`config.mk`:
```
export PLATFORM = sky130hd
export DESIGN_NAME = sequence_detector_flat
export DESIGN_NICKNAME = d
export VERILOG_FILES = /design/src/rtl/seq_det_pkg.sv /design/src/rtl/sequence_detector_if.sv /design/src/rtl/seq_det_counter.sv /design/src/rtl/sequence_detector.sv /design/src/flat_wrapper.sv
export SDC_FILE = /design/constraint.sdc
export NUM_CORES = 1
export LEC_CHECK = 0
export ABC_AREA = 1
export ABC_CLOCK_PERIOD_IN_PS = 2400
export BUFFER_PORTS_ARGS = -buffer_cell sky130_fd_sc_hd__buf_4
export CORE_MARGIN = 2
export CORE_UTILIZATION = 56
export CTS_CLUSTER_DIAMETER = 30
export DETAILED_ROUTE_END_ITERATION = 8
export MAX_ROUTING_LAYER = met4
export PLACE_DENSITY = 0.76
export SLEW_MARGIN = 20
export SYNTH_ARGS = -nofsm -noshare
export SYNTH_HDL_FRONTEND = slang
export SYNTH_SLANG_ARGS = --single-unit
```
`constraint.sdc`:
```
create_clock -name clk -period 2.4 [get_ports clk]
set_input_delay 0.48 -clock clk [delete_from_list [all_inputs] [get_ports clk]]
set_output_delay 0.48 -clock clk [all_outputs]
set_load 0.03 [all_outputs]
```
`src/rtl/seq_det_pkg.sv`:
```
// Shared constants, select encoding and pattern table for the serial sequence detector.
package seq_det_pkg;

    localparam int SEQ_LEN_DEF = 5;
    localparam int CNT_W_DEF   = 16;

    typedef enum logic [1:0] {
        SEL_A = 2'b00,
        SEL_B = 2'b01,
        SEL_C = 2'b10,
        SEL_D = 2'b11
    } sel_t;

    // First-received bit is the MSB of each word.
    localparam logic [SEQ_LEN_DEF-1:0] PATTERN [4] = '{
        5'b10111,
        5'b11010,
        5'b01101,
        5'b10010
    };

endpackage

```
`src/rtl/sequence_detector_if.sv`:
```
// Serial data in, pattern select in, detection pulse and count out.
interface sequence_detector_if
    import seq_det_pkg::*;
#(
    parameter int CNT_W = CNT_W_DEF
);

    logic             input_seq;
    logic [1:0]       lookfor_seq;
    logic             seq_detected;
    logic [CNT_W-1:0] dseq_count;

    modport master (
        output input_seq,
        output lookfor_seq,
        input  seq_detected,
        input  dseq_count
    );

    modport slave (
        input  input_seq,
        input  lookfor_seq,
        output seq_detected,
        output dseq_count
    );

endinterface

```
`src/rtl/seq_det_counter.sv`:
```
// Saturating up-counter: increments on inc and sticks at all-ones.
module seq_det_counter
    import seq_det_pkg::*;
#(
    parameter int CNT_W = CNT_W_DEF
) (
    input  logic             clk,
    input  logic             rst_n,
    input  logic             inc,
    output logic [CNT_W-1:0] count
);

    logic [CNT_W-1:0] count_reg;
    logic [CNT_W-1:0] count_next;

    always_comb begin
        count_next = count_reg;
        if (inc && (count_reg != {CNT_W{1'b1}})) begin
            count_next = count_reg + 1'b1;
        end
    end

    always_ff @(posedge clk or negedge rst_n) begin
        if (!rst_n) begin
            count_reg <= '0;
        end else begin
            count_reg <= count_next;
        end
    end

    assign count = count_reg;

endmodule

```
`src/rtl/sequence_detector.sv`:
```
// Overlapping serial pattern detector with selectable 5-bit pattern and saturating hit count.
module sequence_detector
    import seq_det_pkg::*;
#(
    parameter int SEQ_LEN = SEQ_LEN_DEF,
    parameter int CNT_W   = CNT_W_DEF
) (
    input  logic                clk,
    input  logic                reset,
    sequence_detector_if.slave  bus
);

    localparam int FILL_W = $clog2(SEQ_LEN + 1);

    // Only the previous SEQ_LEN-1 bits are kept; the oldest would shift out before any compare.
    logic [SEQ_LEN-2:0] hist_reg;
    logic [FILL_W-1:0]  fill_reg;
    sel_t               sel_reg;
    logic               det_reg;

    logic [SEQ_LEN-1:0] hist_next;
    logic [FILL_W-1:0]  fill_next;
    logic               sel_changed;
    logic               sel_hit;
    logic               match;
    logic [3:0]         pat_hit;

    always_comb begin
        hist_next   = {hist_reg, bus.input_seq};
        fill_next   = (fill_reg == FILL_W'(SEQ_LEN)) ? fill_reg : fill_reg + 1'b1;
        sel_changed = (bus.lookfor_seq != sel_reg);
        // A new selection restarts the history so stale bits never meet the new pattern.
        if (sel_changed) begin
            hist_next = {{(SEQ_LEN-1){1'b0}}, bus.input_seq};
            fill_next = FILL_W'(1);
        end
    end

    generate
        for (genvar gi = 0; gi < 4; gi++) begin : g_pat
            assign pat_hit[gi] = (hist_next == PATTERN[gi]);
        end
    endgenerate

    // Unknown select values fall to the default arm and never match.
    always_comb begin
        sel_hit = 1'b0;
        case (bus.lookfor_seq)
            SEL_A:   sel_hit = pat_hit[0];
            SEL_B:   sel_hit = pat_hit[1];
            SEL_C:   sel_hit = pat_hit[2];
            SEL_D:   sel_hit = pat_hit[3];
            default: sel_hit = 1'b0;
        endcase
    end

    assign match = !sel_changed && (fill_next == FILL_W'(SEQ_LEN)) && sel_hit;

    always_ff @(posedge clk or negedge reset) begin
        if (!reset) begin
            hist_reg <= '0;
            fill_reg <= '0;
            sel_reg  <= SEL_A;
            det_reg  <= 1'b0;
        end else begin
            hist_reg <= hist_next[SEQ_LEN-2:0];
            fill_reg <= fill_next;
            sel_reg  <= sel_t'(bus.lookfor_seq);
            det_reg  <= match;
        end
    end

    seq_det_counter #(
        .CNT_W (CNT_W)
    ) u_counter (
        .clk   (clk),
        .rst_n (reset),
        .inc   (match),
        .count (bus.dseq_count)
    );

    assign bus.seq_detected = det_reg;

endmodule

```
`src/flat_wrapper.sv`:
```
// flat-port wrapper written by rule: the top's interface ports become plain ports
module sequence_detector_flat import seq_det_pkg::*;
#(
    parameter int SEQ_LEN = SEQ_LEN_DEF,
    parameter int CNT_W   = CNT_W_DEF
)
  (clk, reset, bus_input_seq, bus_lookfor_seq, bus_seq_detected, bus_dseq_count);
  sequence_detector_if #(.CNT_W(CNT_W)) bus_i ();
  input  logic clk;
  input  logic reset;
  input wire logic [$bits(bus_i.input_seq)-1:0] bus_input_seq;
  input wire logic [$bits(bus_i.lookfor_seq)-1:0] bus_lookfor_seq;
  output wire logic [$bits(bus_i.seq_detected)-1:0] bus_seq_detected;
  output wire logic [$bits(bus_i.dseq_count)-1:0] bus_dseq_count;
  assign bus_i.input_seq = bus_input_seq;
  assign bus_i.lookfor_seq = bus_lookfor_seq;
  assign bus_seq_detected = bus_i.seq_detected;
  assign bus_dseq_count = bus_i.dseq_count;
  sequence_detector #(.SEQ_LEN(SEQ_LEN), .CNT_W(CNT_W)) u_core (.clk(clk), .reset(reset), .bus(bus_i));
endmodule
```
Yosys cells after proc, flatten, opt, wreduce, memory -nomap -nowiden --
Index checks and enable logic that the tools add are counted.
Word-level totals: register bits 26, output and inout port bits 17, word-level logic and storage cells 27
Operators by class: add/subtract/negate cells 2, equality and inequality tests 11, multiplexer cells 4, reductions and logical operators 5
Operators by type and width (count):
- 16-bit by 1-bit adder with 16-bit output, second input constant | 1
- 16-bit != test, second input constant | 1
- 5-bit equality test, second input constant | 3
- 3-bit equality test, second input constant | 2
- 3-bit 2-to-1 mux | 2
- 5-bit by 4-bit equality test with 1-bit output, second input constant | 1
- 5-bit 2-to-1 mux | 1
- 2-bit equality test, second input constant | 2
- 1-bit case mux with 4 select lines | 1
- 3-bit by 1-bit adder with 3-bit output, second input constant | 1
- 1-bit logical AND | 3
- 2-bit by 1-bit equality test with 1-bit output, second input constant | 1
- 2-bit logical NOT | 1
- 2-bit != test | 1
- 1-bit logical NOT | 1

Depth between registers and ports, before layout --
depth in word-level cells 7, gate-level depth with buffers 14, mapped depth without buffers 14

By module --
From an unflattened synthesis, not the netlist that was laid out.
Second synthesis, totals: cells, all modules 210, area, all modules 1556.5 µm²
By module, submodules not included:
- seq_det_counter | instances 1, cells each 147, area each 1031.0 µm²
- sequence_detector | instances 1, cells each 63, area each 525.5 µm²

Least setup slack after synthesis --
No wires, ideal clock.
path kind input to register, start input bus_lookfor_seq[0], end register u_core.u_counter.count_reg[0], in the netlist u_core.u_counter.count[0], setup time 118 ps, arrival time 1802 ps, required time 2282 ps, slack 479 ps, stages on the path 12, path buffers 1, cell sequence inv_1 > ha_1 > nor2_1 > xor2_1 > nand2_1 > nor2_2 > nand3_2 > nor2_4 > buf_6 > nand2_2 > nand2_1 > nand2_1
Between the ends: cells in the longest elaborated chain, start to end 6, elaborated cells between the ends (all ways) 17
RTL lines:
- start, declared | RTL line flat_wrapper.sv:12 | input wire logic [$bits(bus_i.lookfor_seq)-1:0] bus_lookfor_seq;
- 2-bit != test | RTL line sequence_detector.sv:31 | sel_changed = (bus.lookfor_seq != sel_reg);
- 5-bit 2-to-1 mux or 3-bit 2-to-1 mux (tied branches) | RTL line sequence_detector.sv:33 | if (sel_changed) begin
- 5-bit equality test (tied with other cells) | RTL line sequence_detector.sv:41 | assign pat_hit[gi] = (hist_next == PATTERN[gi]);
- 1-bit case mux with 4 select lines or 1-bit logical AND (tied branches) | RTL line sequence_detector.sv:48, sequence_detector.sv:57
- 1-bit logical AND * | RTL line sequence_detector.sv:57 | assign match = !sel_changed && (fill_next == FILL_W'(SEQ_LEN)) && sel_hit;
- 1-bit logical AND * | RTL line seq_det_counter.sv:18 | if (inc && (count_reg != {CNT_W{1'b1}})) begin
- end signal, assigned | RTL line seq_det_counter.sv:27 | count_reg <= count_next;
- end, declared | RTL line seq_det_counter.sv:13 | logic [CNT_W-1:0] count_reg;
Every way passes the cells marked *; elsewhere a longest branch is shown, timed or not. A chain may end at the register's enable or synchronous reset.

Worst setup path in the final report --
start register u_core.fill_reg[0], end register u_core.u_counter.count_reg[4], in the netlist u_core.u_counter.count[4]
Between the ends: cells in the longest elaborated chain, start to end 7, elaborated cells between the ends (all ways) 8
RTL lines:
- start, declared | RTL line sequence_detector.sv:17 | logic [FILL_W-1:0] fill_reg;
- start signal, assigned | RTL line sequence_detector.sv:67 | fill_reg <= fill_next;
- 3-bit by 1-bit adder with 3-bit output or 3-bit equality test (tied branches) | RTL line sequence_detector.sv:30 | fill_next = (fill_reg == FILL_W'(SEQ_LEN)) ? fill_reg : fill_reg + 1'b1;
- 3-bit 2-to-1 mux * | RTL line sequence_detector.sv:30
- 3-bit 2-to-1 mux * | RTL line sequence_detector.sv:33
- 3-bit equality test * | RTL line sequence_detector.sv:57
- 1-bit logical AND * (2 in series) | RTL line sequence_detector.sv:57
- 1-bit logical AND * | RTL line seq_det_counter.sv:18
Marks and branches as above.

==> impl_metrics.py <==
metrics = {
    "placed_design": {
        "io_buffers": 21,
        "gp_congestion": 0.841,
        "hpwl_um": 2210,
        "post-place-cells": 263,
    },
    "status": {
        "outcome": "finished clean",
    },
    "setup_path": {
        "cp_max_fo": 30,
        "cpMostUsedCell": "nand2_1",
        "worstPathArrival_ps": 2130,
        "cp_data_required_time_ps": 2610,
        "setup.worst_path.start_class": "flop",
        "cp_top_family": "simple AND/OR/NAND/NOR gates",
        "critical_path_buf_inv_count": 1,
        "crit_type": "flop to flop",
        "cp_cell_sequence": "ha_1, nand2_1, xor2_1, nand2_1, nor2_2, nand3_2, nor2_4, buf_12, nand2_1, nand2_1, nand2_1",
        "crit_path_max_incr_delay_ps": 430,
        "cpMaxStageDelayCell": "dfrtp_1",
        "end_kind": "flop",
    },
    "sta": {
        "tns_ps": 0,
        "setup_viol": 0,
        "hold_viol_final": 0,
        "min_period_ps": 1920,
        "worstMarginPinSlew_ps": 425,
        "rsz0062_at_grt": "no",
        "finClkSkew_ps": 12.7,
        "maxClockFrequency_ghz": 0.521,
        "drv_slew": 0,
        "relSlewSlack_pct": 71.5,
        "period_share_pct": 80.0,
    },
    "logic_synthesis": {
        "synthCells": 213,
        "yosysWarnings": 0,
        "yosysSeqAreaShare_pct": 41.9,
        "synth_common_cells": "nand2_1 (82), inv_1 (33), dfrtp_1 (26)",
        "synth_ff_type": "dfrtp_1",
        "synth_nets": 223,
        "ys_types": 21,
        "synth_top_area_share_pct": 41.9,
        "async_reset_ff_share_pct": 100,
        "synthTopCellsByArea": "dfrtp_1 (42%), nand2_1 (20%), inv_1 (8.0%)",
        "syn_area_um2": 1550,
        "synth_seq_cells": 26,
        "avgSynthCellArea_um2": 7.29,
        "synth_edf_count": 0,
        "synth_most_common_cell": "nand2_1",
        "synth_area_leader_cell": "dfrtp_1",
    },
    "cts": {
        "htree_num_levels": 1,
        "clk_transition_reported_paths_ps": 140,
        "clk_latency_ps": 310,
        "hold_buffers": 0,
        "clkSinkCount": 26,
        "cts_setup_buffers": 0,
        "clock_path_buffers": 2,
        "cts_resized": 0,
        "numCtsBuffers": 3,
        "root_buffer": "clkbuf_4",
        "tritoncts": "yes",
    },
    "global_route": {
        "antenna_found_initial": 0,
        "grt_max_degree": 31,
        "grt_pass1_vias": 1283,
        "grt_first_pass_wirelength_um": 5120,
        "grt.total_usage_pct": 20.1,
        "grt_overflow_total": 0,
    },
    "die": {
        "core_um2": 2690,
        "rows": 19,
        "die_h_um": 56.7,
        "ios": 22,
        "die_w_um": 56.7,
        "initial_core_util_pct": 57.8,
        "dieArea_um2": 3210,
    },
    "min_path": {
        "hold_path.class": "primary input to async pin",
    },
    "drt": {
        "dr.pass1.iters": 4,
        "ant_nets": 0,
        "num_vias": 1356,
        "drtIter0Drc": 46,
        "post-route-drc-count": 0,
        "wl_um": 2850,
        "vias_per_cell": 5.08,
        "routedWlPerCell_um": 10.7,
    },
    "power_and_ir_drop": {
        "p_per_area_nw_per_um2": 423,
        "p_leak_nw": 0.984,
        "power_uw": 750,
        "vdd_drop_max_v": 0.000259,
    },
    "finish": {
        "utilization_pct": 66.0,
        "seq_area_um2": 651,
        "final_cells": 267,
        "syn_to_final_growth_pct": 14.1,
        "layout-drive-gt1-share_pct": 16.1,
        "multi_input_area_um2": 737,
        "nFillCells": 244,
        "largest_reg_flops": 16,
        "diodes": 0,
        "final_nets": 247,
    },
    "run": {
        "maxCapViolations": 0,
    },
}
==> layout make-up <==
class                   count  share of cell area [%]
clock buffers               4                    2.05
inverters                  35                    7.42
multi-input cells         149                    41.6
flip-flops and latches     26                    36.7
well taps                  31                    2.19
repair buffers             22                    10.0
==> cell usage in the layout (no fill, tap or decap) <==
cell      netlist  layout
buf_4           0      21
nand4_1         4       4
nor2_1         12      12
nand3_2         1       1
nand2_1        82      82
a31oi_1         1       1
buf_12          0       1
and3_1          1       1
o21ai_0         1       1
clkbuf_8        0       1
inv_2           2       2
xor2_1          2       2
nand3_1        18      18
clkbuf_4        0       3
inv_1          33      33
ha_1            5       5
nand3b_1        9       9
nor2_4          3       3
o211ai_1        1       1
dfrtp_1        26      26
nor2_2          1       1
nand2_2         4       4
or2_2           1       1
nor3_1          3       3
==> report_power, final <==
| group | switching, mW | total (mW) | internal (mW) |
|---|---|---|---|
| clock | 0.124 | 0.217 | 0.0925 |
| sequential | 0.00688 | 0.454 | 0.447 |
| combinational | 0.0515 | 0.0797 | 0.0282 |
==> stage by stage <==
| stage | instance area (um2) | hold slack (ps) | setup slack (ps) |
|---|---|---|---|
| 4_1_cts | 1770 | 46.5 | 469 |
| 3_3_place_gp | 1740 | 408 | 303 |
| 5_1_grt | 1770 | 54.6 | 241 |
| 2_1_floorplan | 1550 | 184 | 479 |
| 6_report | 1770 | 41.2 | 480 |
| 3_5_place_dp | 1740 | 412 | 197 |
==> logic make-up (layout without fill, tap and decap cells) <==
group	Yosys count	after routing	synth area share (%)
flops	26	26	41.9
xor+xnor	2	2	1.13
simple gates	139	139	41.1
compound gates	3	3	1.21
buf+inv	38	61	10.6
fa+ha+maj	5	5	4.03
==> path summary, 6_finish.rpt <==
check | end | depth (start not counted) | start | slack (ps)
setup / recovery | u_core.u_counter.count[4] | 11 | u_core.fill_reg[0] | 480
hold / removal | u_core.u_counter.count[3] | 1 | reset | 40
setup reg to reg | u_core.u_counter.count[4] | 11 | u_core.fill_reg[0] | 480
hold reg to reg | u_core.hist_reg[3] | 2 | u_core.hist_reg[2] | 490
max in group asynchronous | u_core.sel_reg[1] | 1 | reset | 2100
min in group clk | u_core.sel_reg[0] | 1 | bus_lookfor_seq[0] | 290
==> per-layer routing <==
| layer | global-route usage, % | share of wire (%) | vias up |
|---|---|---|---|
| met2 | 34.2 | 48 | 25 |
| li1 | - | - | 699 |
| met4 | 5.10 | 0.70 | 0 |
| met3 | 2.30 | 3.5 | 2 |
| met5 | - | 0 | - |
| met1 | 25.6 | 48 | 630 |
Power figures use the tool's default switching activity.
